$ cat config.mk
export PLATFORM = sky130hd
export DESIGN_NAME = pipelined_csel_adder
export DESIGN_NICKNAME = d
export VERILOG_FILES = /design/src/rtl/csel_pkg.sv /design/src/rtl/csel_segment.sv /design/src/rtl/pipelined_csel_adder.sv
export SDC_FILE = /design/constraint.sdc
export NUM_CORES = 1
export LEC_CHECK = 0
export BUFFER_PORTS_ARGS = -buffer_cell sky130_fd_sc_hd__buf_4
export CAP_MARGIN = 20
export CORE_ASPECT_RATIO = 0.6
export CORE_MARGIN = 2
export CORE_UTILIZATION = 35
export CTS_CLUSTER_DIAMETER = 40
export CTS_CLUSTER_SIZE = 16
export DETAILED_ROUTE_END_ITERATION = 6
export GPL_ROUTABILITY_DRIVEN = 0
export MAX_ROUTING_LAYER = met4
export PLACE_DENSITY = 0.55
export RECOVER_POWER = 100
export SETUP_SLACK_MARGIN = 0.15
export SYNTH_ARGS = -nofsm -noshare
export SYNTH_HDL_FRONTEND = slang
export SYNTH_SLANG_ARGS = --single-unit
$ cat constraint.sdc
create_clock -name clk -period 6.74 [get_ports clk]
set_input_delay 1.011 -clock clk [delete_from_list [all_inputs] [get_ports clk]]
set_output_delay 1.011 -clock clk [all_outputs]
set_load 0.01 [all_outputs]
$ cat src/rtl/csel_pkg.sv
// Shared types and helpers for the pipelined carry-select adder.
// Widths are capped at CSEL_MAX_W so the stage payload can live in the package.
package csel_pkg;

  localparam int CSEL_MAX_W = 64;

  typedef struct packed {
    logic                  carry;
    logic [CSEL_MAX_W-1:0] sum;
  } cand_t;

  typedef struct packed {
    logic [CSEL_MAX_W-1:0] sum;   // low bits resolved so far
    logic                  carry; // carry into the next unresolved segment
    logic [CSEL_MAX_W-1:0] a;
    logic [CSEL_MAX_W-1:0] b;     // already inverted for subtraction
  } stage_t;

  function automatic int nseg_of(input int width, input int seg);
    return width / seg;
  endfunction

  // Sum of the low 'seg' bits of x and y plus cin; carry is the bit just above the segment.
  function automatic cand_t seg_sum(input logic [CSEL_MAX_W-1:0] x,
                                    input logic [CSEL_MAX_W-1:0] y,
                                    input logic                  cin,
                                    input int                    seg);
    logic [CSEL_MAX_W:0] one_s;
    logic [CSEL_MAX_W:0] mask_s;
    logic [CSEL_MAX_W:0] full_s;
    cand_t               res_s;
    one_s       = {{CSEL_MAX_W{1'b0}}, 1'b1};
    mask_s      = (one_s << seg) - one_s;
    full_s      = ({1'b0, x} & mask_s) + ({1'b0, y} & mask_s) + {{CSEL_MAX_W{1'b0}}, cin};
    res_s.carry = |(full_s & ~mask_s);
    res_s.sum   = full_s[CSEL_MAX_W-1:0] & mask_s[CSEL_MAX_W-1:0];
    return res_s;
  endfunction

endpackage

$ cat src/rtl/csel_segment.sv
// Combinational SEG-bit carry-select cell: both carry-in candidates side by side.
module csel_segment
  import csel_pkg::*;
#(
  parameter int SEG = 4
) (
  input  logic [SEG-1:0] a_seg,
  input  logic [SEG-1:0] b_seg,
  output logic [SEG-1:0] s0,
  output logic           c0,
  output logic [SEG-1:0] s1,
  output logic           c1
);

  if (SEG < 1 || SEG >= CSEL_MAX_W) begin : g_bad_seg
    $error("csel_segment: SEG out of range");
  end

  logic [CSEL_MAX_W-1:0] a_ext_s;
  logic [CSEL_MAX_W-1:0] b_ext_s;
  cand_t                 cand0_s;
  cand_t                 cand1_s;
  logic                  unused_hi_s;

  // Widen the segment and evaluate the carry-0 and carry-1 candidates.
  always_comb begin
    a_ext_s          = '0;
    b_ext_s          = '0;
    a_ext_s[SEG-1:0] = a_seg;
    b_ext_s[SEG-1:0] = b_seg;
    cand0_s          = seg_sum(a_ext_s, b_ext_s, 1'b0, SEG);
    cand1_s          = seg_sum(a_ext_s, b_ext_s, 1'b1, SEG);
  end

  assign s0 = cand0_s.sum[SEG-1:0];
  assign c0 = cand0_s.carry;
  assign s1 = cand1_s.sum[SEG-1:0];
  assign c1 = cand1_s.carry;

  // Bits above the segment are always zero from the helper.
  assign unused_hi_s = ^{cand0_s.sum[CSEL_MAX_W-1:SEG], cand1_s.sum[CSEL_MAX_W-1:SEG]};

endmodule

$ cat src/rtl/pipelined_csel_adder.sv
// Pipelined carry-select adder/subtractor: stage k resolves segment k, valid/ready on both sides.
// Results leave in order; an elastic ready chain lets bubbles collapse and holds NSEG beats under stall.
module pipelined_csel_adder
  import csel_pkg::*;
#(
  parameter int WIDTH = 16,
  parameter int SEG   = 4
) (
  input  logic             clk,
  input  logic             rst,
  input  logic             in_valid,
  output logic             in_ready,
  input  logic [WIDTH-1:0] a,
  input  logic [WIDTH-1:0] b,
  input  logic             cin,
  input  logic             sub,
  output logic             out_valid,
  input  logic             out_ready,
  output logic [WIDTH-1:0] sum,
  output logic             cout,
  output logic             ovf
);

  localparam int NSEG = nseg_of(WIDTH, SEG);

  if (SEG < 1 || WIDTH < SEG || WIDTH > CSEL_MAX_W || (WIDTH % SEG) != 0) begin : g_bad_params
    $error("pipelined_csel_adder: WIDTH must be a multiple of SEG and at most CSEL_MAX_W");
  end

  stage_t          stage_r [NSEG];
  logic [NSEG-1:0] valid_r;
  logic [NSEG:0]   ready_s;
  logic            ovf_r;

  // Backward ready chain: a stage may load when it is empty or its successor is loading.
  always_comb begin
    ready_s       = '0;
    ready_s[NSEG] = out_ready;
    for (int i = NSEG - 1; i >= 0; i--) begin
      ready_s[i] = !valid_r[i] || ready_s[i+1];
    end
  end

  for (genvar k = 0; k < NSEG; k++) begin : g_stage
    stage_t         prev_s;
    stage_t         next_s;
    logic           prev_valid_s;
    logic [SEG-1:0] s0_s;
    logic [SEG-1:0] s1_s;
    logic           c0_s;
    logic           c1_s;

    if (k == 0) begin : g_prep
      // Subtraction is folded in here as A + ~B + 1, so later stages only add.
      always_comb begin
        prev_s              = '0;
        prev_s.a[WIDTH-1:0] = a;
        prev_s.b[WIDTH-1:0] = sub ? ~b : b;
        prev_s.carry        = sub ? 1'b1 : cin;
      end
      assign prev_valid_s = in_valid;
    end else begin : g_chain
      assign prev_s       = stage_r[k-1];
      assign prev_valid_s = valid_r[k-1];
    end

    csel_segment #(.SEG(SEG)) u_seg (
      .a_seg (prev_s.a[k*SEG +: SEG]),
      .b_seg (prev_s.b[k*SEG +: SEG]),
      .s0    (s0_s),
      .c0    (c0_s),
      .s1    (s1_s),
      .c1    (c1_s)
    );

    // Pick the candidate matching the carry handed down by the previous stage.
    always_comb begin
      next_s                   = prev_s;
      next_s.sum[k*SEG +: SEG] = prev_s.carry ? s1_s : s0_s;
      next_s.carry             = prev_s.carry ? c1_s : c0_s;
    end

    // Stage register; payload only moves with a valid beat so a stalled output holds still.
    always_ff @(posedge clk) begin
      if (rst) begin
        valid_r[k] <= 1'b0;
        stage_r[k] <= '0;
      end else if (ready_s[k]) begin
        valid_r[k] <= prev_valid_s;
        if (prev_valid_s) begin
          stage_r[k] <= next_s;
        end
      end
    end

    if (k == NSEG - 1) begin : g_ovf
      logic msb_cin_s;
      // Carry into the MSB recovered from its sum bit and operand bits.
      assign msb_cin_s = next_s.sum[WIDTH-1] ^ prev_s.a[WIDTH-1] ^ prev_s.b[WIDTH-1];

      // Overflow flag loads in lockstep with the final stage register.
      always_ff @(posedge clk) begin
        if (rst) begin
          ovf_r <= 1'b0;
        end else if (ready_s[k] && prev_valid_s) begin
          ovf_r <= msb_cin_s ^ next_s.carry;
        end
      end
    end
  end

  assign in_ready  = ready_s[0];
  assign out_valid = valid_r[NSEG-1];
  assign sum       = stage_r[NSEG-1].sum[WIDTH-1:0];
  assign cout      = stage_r[NSEG-1].carry;
  assign ovf       = ovf_r;

endmodule

After elaboration in Yosys (flattened, before gate mapping)
Memories as Yosys holds them, arrays and structs flattened.
Cells that the tools add are included.
- register bits: 5
- RAM bits: 772
- input port bits: 38
- output and inout port bits: 20
- word-level logic and storage cells: 71
- memories: 1
- memory list (memory ; words ; bits a word ; read ports ; clocked after Yosys merged registers in ; write ports ; RTL line ; source):
    stage_r ; 4 ; 193 ; 4 ; 0 ; 4 ; pipelined_csel_adder.sv:30 ; stage_t stage_r [NSEG];
- $add $sub $neg: 8
- muxes and demuxes: 32
- bitwise operators: 8
- reductions and logical operators: 17
- operator list (cell ; number):
    $mux 193 ; 4
    $reduce_or 61->1 ; 8
    $add 5x1->6 const B ; 4
    $mux 1 ; 23
    $add 4x4->5 ; 4
    $mux 16 ; 1
    $mux 4 ; 4
    $not 16->16 ; 1
    $logic_not 1->1 ; 4
    $logic_or 1x1->1 ; 4
    $or 1x1->1 ; 4
    $xor 1x1->1 ; 3
    $logic_and 1x1->1 ; 1

Logic depth before layout (Yosys ltp)
Gate-level depths: netlist of run 1.
- depth in word-level cells: 9
- gate-level depth with buffers: 12
- depth with buffers taken out: 10

By module
From an unflattened synthesis of run 1, not the netlist that was laid out.
- cells, all modules: 363
- area, all modules: 4789.6 µm²
- by module, submodules not included (module ; instances ; cells an instance ; area an instance (µm²) ; seq. area each (µm²)):
    pipelined_csel_adder ; 1 ; 275 ; 3988.8 ; 2862.7
    csel_segment ; 4 ; 22 ; 200.2 ; 0.0

Worst setup path after synthesis of run 1
Ideal clock, no wire load.
- kind: in2reg
- start: input port sub
- end: memory stage_r[0][128] (netlist name) (data pin)
- setup time: 257 ps
- data arrival time: 3216 ps
- required time: 6483 ps
- setup slack: 3267 ps
- cell stages on the path: 12
- path buffers: 2
- path through: clkbuf_1 > buf_2 > xor2_1 > ha_1 > inv_1 > fa_1 > inv_1 > ha_1 > o21ai_0 > nand3b_1 > mux2i_1 > nor2_1
- RTL lines (item ; RTL line ; source):
    start: declaration ; pipelined_csel_adder.sv:16 ; input logic sub,
    end: declaration ; pipelined_csel_adder.sv:30 ;

==> results of run 1 <==
[path summary, 6_finish.rpt]
kind	start	endpoint	slack, ps	cells past startpoint
max reg2reg	stage_r[2][12]	ovf	4110	8
min	g_stage[3].prev_valid_s	out_valid	470	2
max	sub	stage_r[0][128]	3190	11
min reg2reg	g_stage[3].prev_valid_s	out_valid	470	2
[sequential cells by signal, indices dropped and copies added (netlist names)]
signal,cells
stage_r,92
ovf,1
g_stage.prev_valid_s,3
out_valid,1
[worst reg2reg max path: cells and delay by family (launching register included)]
kind                     cells  cell delay [ps]
XOR/XNOR                     4             1180
AND/OR/NAND/NOR              1              150
adder cells (fa/ha/maj)      2              720
flip-flops                   1              370
AO/OA/AOI/OAI                1               80
[power groups by stage]
| stage | Clock, uW | Combinational, uW | Sequential (uW) |
|---|---|---|---|
| floorplan | 0 | 107 | 722 |
| global placement | 0 | 155 | 723 |
| detailed placement | 0 | 158 | 724 |
| CTS | 506 | 159 | 711 |
| global route | 530 | 172 | 714 |
| finish | 494 | 151 | 710 |
[cells in the final DEF, fill, tap and decap left out, types with 5 or more instances in the layout]
cell	instances
a21oi_1	14
ha_1	22
nand2_1	19
dfxtp_1	5
and2_1	15
xnor2_1	26
nand2b_1	5
inv_1	8
nand3_1	6
buf_4	35
xor2_1	12
and2_0	47
clkbuf_1	26
nor2_1	42
edfxtp_1	92
clkbuf_16	9
[metal layers]
metal,vias to the layer above,GRT usage
met2,70,0.151
met3,10,0.0403
met5,-,-
li1,1367,-
met1,1159,0.171
met4,0,0.0370
[Yosys cell counts]
master	instances	share of area
fa_1	4	0.017
o31ai_1	1	0.0016
xnor3_1	1	0.0048
a31oi_1	1	0.0013
inv_1	8	0.0064
ha_1	22	0.059
edfxtp_1	92	0.59
nand2_1	19	0.015
clkbuf_1	9	0.0072
mux2i_1	4	0.0086
clkbuf_8	1	0.0029
nor2b_2	1	0.0019
o21ai_0	4	0.0043
nand3_1	6	0.0064
xor2_1	12	0.023
nand4_1	3	0.0040
nand3b_1	1	0.0016
or2_2	3	0.0040
dfxtp_1	5	0.021
nor2_1	42	0.034
a21oi_1	14	0.015
a21o_2	1	0.0019
nand2b_1	5	0.0067
or2_1	1	0.0013
a21o_1	4	0.0064
nor3_1	3	0.0032
nor3b_1	1	0.0016
o32ai_4	1	0.0059
or3_1	1	0.0013
xnor2_1	26	0.049
buf_2	3	0.0032
o22ai_2	1	0.0027
and2_1	62	0.083
a211oi_1	2	0.0032
[cell type report]
cell class	count	area, um^2
Fill cell	1282	7490
Tap cell	170	213
Clock inverter	5	56.3
Clock buffer	11	233
Timing Repair Buffer	59	353
Sequential cell	97	2860
Inverter	8	30.0
Multi-Input combinational cell	246	1700
[stage by stage]
| step | utilization | area (um^2) | power (uW) |
|---|---|---|---|
| 2_1_floorplan | - | 4670 | 828 |
| 3_3_place_gp | 0.406 | 5260 | 878 |
| 3_5_place_dp | 0.406 | 5260 | 881 |
| 4_1_cts | 0.429 | 5550 | 1380 |
| 5_1_grt | 0.421 | 5440 | 1420 |
| 6_report | 0.421 | 5440 | 1360 |
[cell families (layout without fill, tap and decap cells)]
| kind of cell | after synthesis | after routing |
|---|---|---|
| xor+xnor | 39 | 39 |
| fa+ha+maj | 26 | 26 |
| simple gates | 148 | 148 |
| flops | 97 | 97 |
| compound gates | 29 | 29 |
| buf+inv | 21 | 83 |
| mux | 4 | 4 |
==> out/summary.txt, run 1 <==
CTS sink cnt - 97
Leak - 0.00211 uW
hold_ws - 466 ps
Initial Util - 0.361
Slew headroom - -0.0661
drt first-iter violations - 123
Antenna diodes - 0
startpoint types - primary input
port buffer count - 57
critical path arrival - 3600 ps
Post-route DRC - 0
WL final - 7590 um
Synth Area in Adders - 0.0761
Worst Skew - 5.39 ps
Seq cells post-synth - 97
PD cells - 249 nW/um^2
Layout Cells excl Fill - 596
critical-path cell list - clkbuf_1, xor2_1, ha_1, inv_1, fa_1, inv_1, ha_1, o21ai_0, nand3b_1, mux2i_1, nor2_1
Die Span X - 153 um
DR WL met2 - 2860 um
Antenna Nets Post-Route - 0
Fin. Hold Viols - 0
share of layout cells above drive strength 1 - 0.127
Top Metal Used - met4
Tmin final - 3550 ps
Peak supply drop - 102 uV
distinct cell type count after synthesis - 34
Clock Path Buffers - 2
CTS buffer count - 9
Initial DRT Pass Iterations - 4
status - complete, but fails checks
vias after detailed routing - 2606
Max Fclk - 281 MHz
Data required, critical path - 6790 ps
period utilisation layout - 0.527
slew at the pin closest to its max-slew limit - 1600 ps
RSZ-0062 raised after global routing - false
routed wire length per instance - 12.7 um
Max H-tree Level - 3
area grow syn2layout - 16.6%
Final setup viols - 0
Setup WS post-layout - 3190 ps
max-slew violation count - 30
die area - 14300 um^2
post-synthesis xor/xnor area fraction - 0.0761
hold-fix buffers at CTS - 0
fraction of the mapped netlist area in compound gates - 0.0423
Comb pwr share - 0.112
kind of critical path - in2reg
crit-path max cell delay - 840 ps
Core ar. - 12900 um^2
DP Cell Count - 579
yosys warns - 0
vias in the first global route - 2516
Root Buffer - clkbuf_16
dpl ws - 3470 ps
Nets - 485
clk_lat worst skew - 340 ps
Die H - 93.5 um
Worst Path Buf+Inv - 3
power share of the clock group - 0.364
Synth Area per Inst - 12.8 um^2
IO Count - 58
Crit. End Element - flop
antenna violations before repair - 0
global-route wire length before repair - 12600 um
Crit Path Max Fanout - 19
Seq/Total Area, Yosys - 0.613
simple-gate share of the synthesized area - 0.164
largest net degree at the start of global routing - 30
Worst path top cell family by delay - buffers and inverters
post-CTS sizing - 0
CTS tree - done
cell-internal power - 1050 uW
HPWL after DPL - 5600 um
largest family of logic cells by synthesized area - simple AND/OR/NAND/NOR gates
WL met3 - 405 um
class of the worst hold path - reg2reg
Synth Net Count - 428
M1 WL - 4240 um
overall routing resource usage - 0.117
grt total ovfl - 0
postcts setup bufs - 0
Post-Syn Instances - 364
failing checks - max-capacitance violations, max-slew violations
max-cap check violation count - 1
Worst path slowest cell - clkbuf_1
Psw - 302 uW
sequential power share - 0.524
setup TNS - 0 ps
Post-Syn Area - 4670 um^2
num rows - 32
post-synthesis mux area share - 0.00857
drt via density - 4.37
Clock Pin Slew Worst Setup and Hold Paths - 60 ps
Sw Ratio - 0.223
Power figures use the tool's default switching activity.
==> inputs of run 2 (changes only) <==
--- a/config.mk
+++ b/config.mk
@@ -15,7 +15,7 @@
 export DETAILED_ROUTE_END_ITERATION = 6
 export GPL_ROUTABILITY_DRIVEN = 0
 export MAX_ROUTING_LAYER = met4
-export PLACE_DENSITY = 0.55
+export PLACE_DENSITY = 0.57
 export RECOVER_POWER = 100
 export SETUP_SLACK_MARGIN = 0.15
 export SYNTH_ARGS = -nofsm -noshare
==> constraint.sdc (replaced) <==
create_clock -name clk -period 3.19 [get_ports clk]
set_input_delay 0.4785 -clock clk [delete_from_list [all_inputs] [get_ports clk]]
set_output_delay 0.4785 -clock clk [all_outputs]
set_load 0.01 [all_outputs]
==> run 2 against run 1 <==
The run still ends with max-capacitance violations, max-slew violations left. Sequential power rose by 110%. Setup slack got worse by 2600 ps. Register-to-register slack got worse by 3500 ps. Final area rose by 0.46%. Critical path depth fell by 3. Clock skew rose by 1.1 ps. Critical path type is now reg2reg. Critical endpoint is now ovf. Highest routed layer unchanged.
==> out/summary.txt, run 2 (synthesis gave the netlist of run 1 again) <==
dpl ws - 510 ps
hold-fix buffers at CTS - 0
Leak - 0.00212 uW
most frequent cells in the layout - edfxtp_1 (92), and2_0 (46), nor2_1 (42)
Post-route DRC - 0
max reg flops - 92
crit-path max cell delay - 460 ps
commonest non-fill, non-tap cell in the layout - edfxtp_1
period utilisation layout - 0.820
setup TNS - 0 ps
failing checks - max-capacitance violations, max-slew violations
vias after detailed routing - 2595
Initial Util - 0.361
Tmin final - 2610 ps
PD cells - 536 nW/um^2
vias in the first global route - 2444
die area - 14300 um^2
port buffer count - 57
Worst path slowest cell - fa_1
HP Start - in_valid
Power Total - 2930 uW
Data required, critical path - 3390 ps
Fin. Hold Viols - 0
antenna violations before repair - 0
register-to-register setup slack - 580 ps
HPWL after DPL - 5560 um
clk_lat worst skew - 340 ps
Crit. End Element - flop
WHS Path Cells - 3
Antenna Nets Post-Route - 0
Max Fclk - 382 MHz
area grow syn2layout - 17.1%
WL final - 7530 um
CTS buffer count - 9
Max H-tree Level - 3
Final setup viols - 0
startpoint types - flop
Die Span X - 153 um
kind of critical path - reg2reg
max-cap check violation count - 1
routed wire length per instance - 12.7 um
Crit Reg-Reg Endpoint - ovf
Root Buffer - clkbuf_16
Clock Path Buffers - 2
Clock Pin Slew Worst Setup and Hold Paths - 60 ps
Largest Register - stage_r
Die H - 93.5 um
critical path arrival - 2810 ps
reg2reg path depth - 8
global-route wire length before repair - 12500 um
Peak supply drop - 246 uV
overall routing resource usage - 0.116
Antenna diodes - 0
slew at the pin closest to its max-slew limit - 1580 ps
IO Count - 58
num rows - 32
worst hold endpoint - g_stage[1].prev_valid_s
Crit Path Max Fanout - 5
Initial DRT Pass Iterations - 4
largest net degree at the start of global routing - 30
drt first-iter violations - 108
postcts setup bufs - 0
Core ar. - 12900 um^2
CTS tree - done
share of layout cells above drive strength 1 - 0.132
class of the worst hold path - in2reg
Design Area, Final - 5470 um^2
drt via density - 4.36
status - complete, but fails checks
Slew headroom - -0.0522
DP Area - 5260 um^2
worst reg2reg path startpoint - stage_r[2][12]
CTS sink cnt - 97
Worst Skew - 6.53 ps
max-slew violation count - 30
Setup WS post-layout - 575 ps
Nets - 485
post-CTS sizing - 0
cell mode on critical path - xor2_1
grt total ovfl - 0
RSZ-0062 raised after global routing - false
critical-path cell list - ha_1, fa_1, xor2_1, nand4_1, xor2_1, xnor3_1, xnor2_1, o22ai_2
[run 2: changes by cell type in the layout (fill, tap and decap cells not counted)]
cell and delta:
clkinv_2 -1, buf_4 +1, bufinv_16 +1, and2_1 +1, clkinv_1 +1, and2_0 -1, clkinv_4 -1, clkbuf_1 -4
clkinvlp_4 +1, clkbuf_2 +1
[run 2: worst max path at each step]
stage                   startpoint         endpoint  slack [ps]  cells past startpoint
finish              stage_r[2][12]              ovf         580                      8
detailed placement             sub  stage_r[0][128]         510                     11
floorplan                      sub  stage_r[0][128]         250                     12
global placement               sub  stage_r[0][128]         560                     11
CTS                 stage_r[2][12]              ovf         590                      8
global route        stage_r[2][12]              ovf         380                      8
[run 2: metal layers]
metal	part of all wire	GRT usage
met1	0.57	0.169
met5	0	-
met4	0.012	0.0347
met2	0.36	0.149
met3	0.057	0.0408
[run 2: critical path: cells and delay by family (launching register included)]
| kind | cells | cell delay [ps] |
|---|---|---|
| AOI/OAI and AO/OA | 1 | 80 |
| xor gates and xnor gates | 4 | 1170 |
| adders and majority gates | 2 | 710 |
| DFF | 1 | 370 |
| and+or+nand+nor | 1 | 150 |
[run 2: power by group]
part	switching, uW	internal [uW]
sequential	27.0	1480
combinational	174	144
clock	435	678
total	637	2300
[run 2: layout make-up]
| type | instances | area (um^2) |
|---|---|---|
| sequential | 97 | 2860 |
| multi-input combinational | 246 | 1700 |
| clock buffer | 9 | 225 |
| timing repair buffer | 59 | 358 |
| tap | 170 | 213 |
| inverter | 8 | 30.0 |
| fill | 1227 | 7460 |
| clock inverter | 6 | 83.8 |
[run 2: per-stage QoR]
step | utilization | cells | hold slack [ps]
after floorplan | - | 364 | 439
after global placement | 0.406 | 579 | 448
after detailed placement | 0.406 | 579 | 466
after CTS | 0.430 | 594 | 389
after global routing | 0.423 | 595 | 403
final | 0.423 | 595 | 398
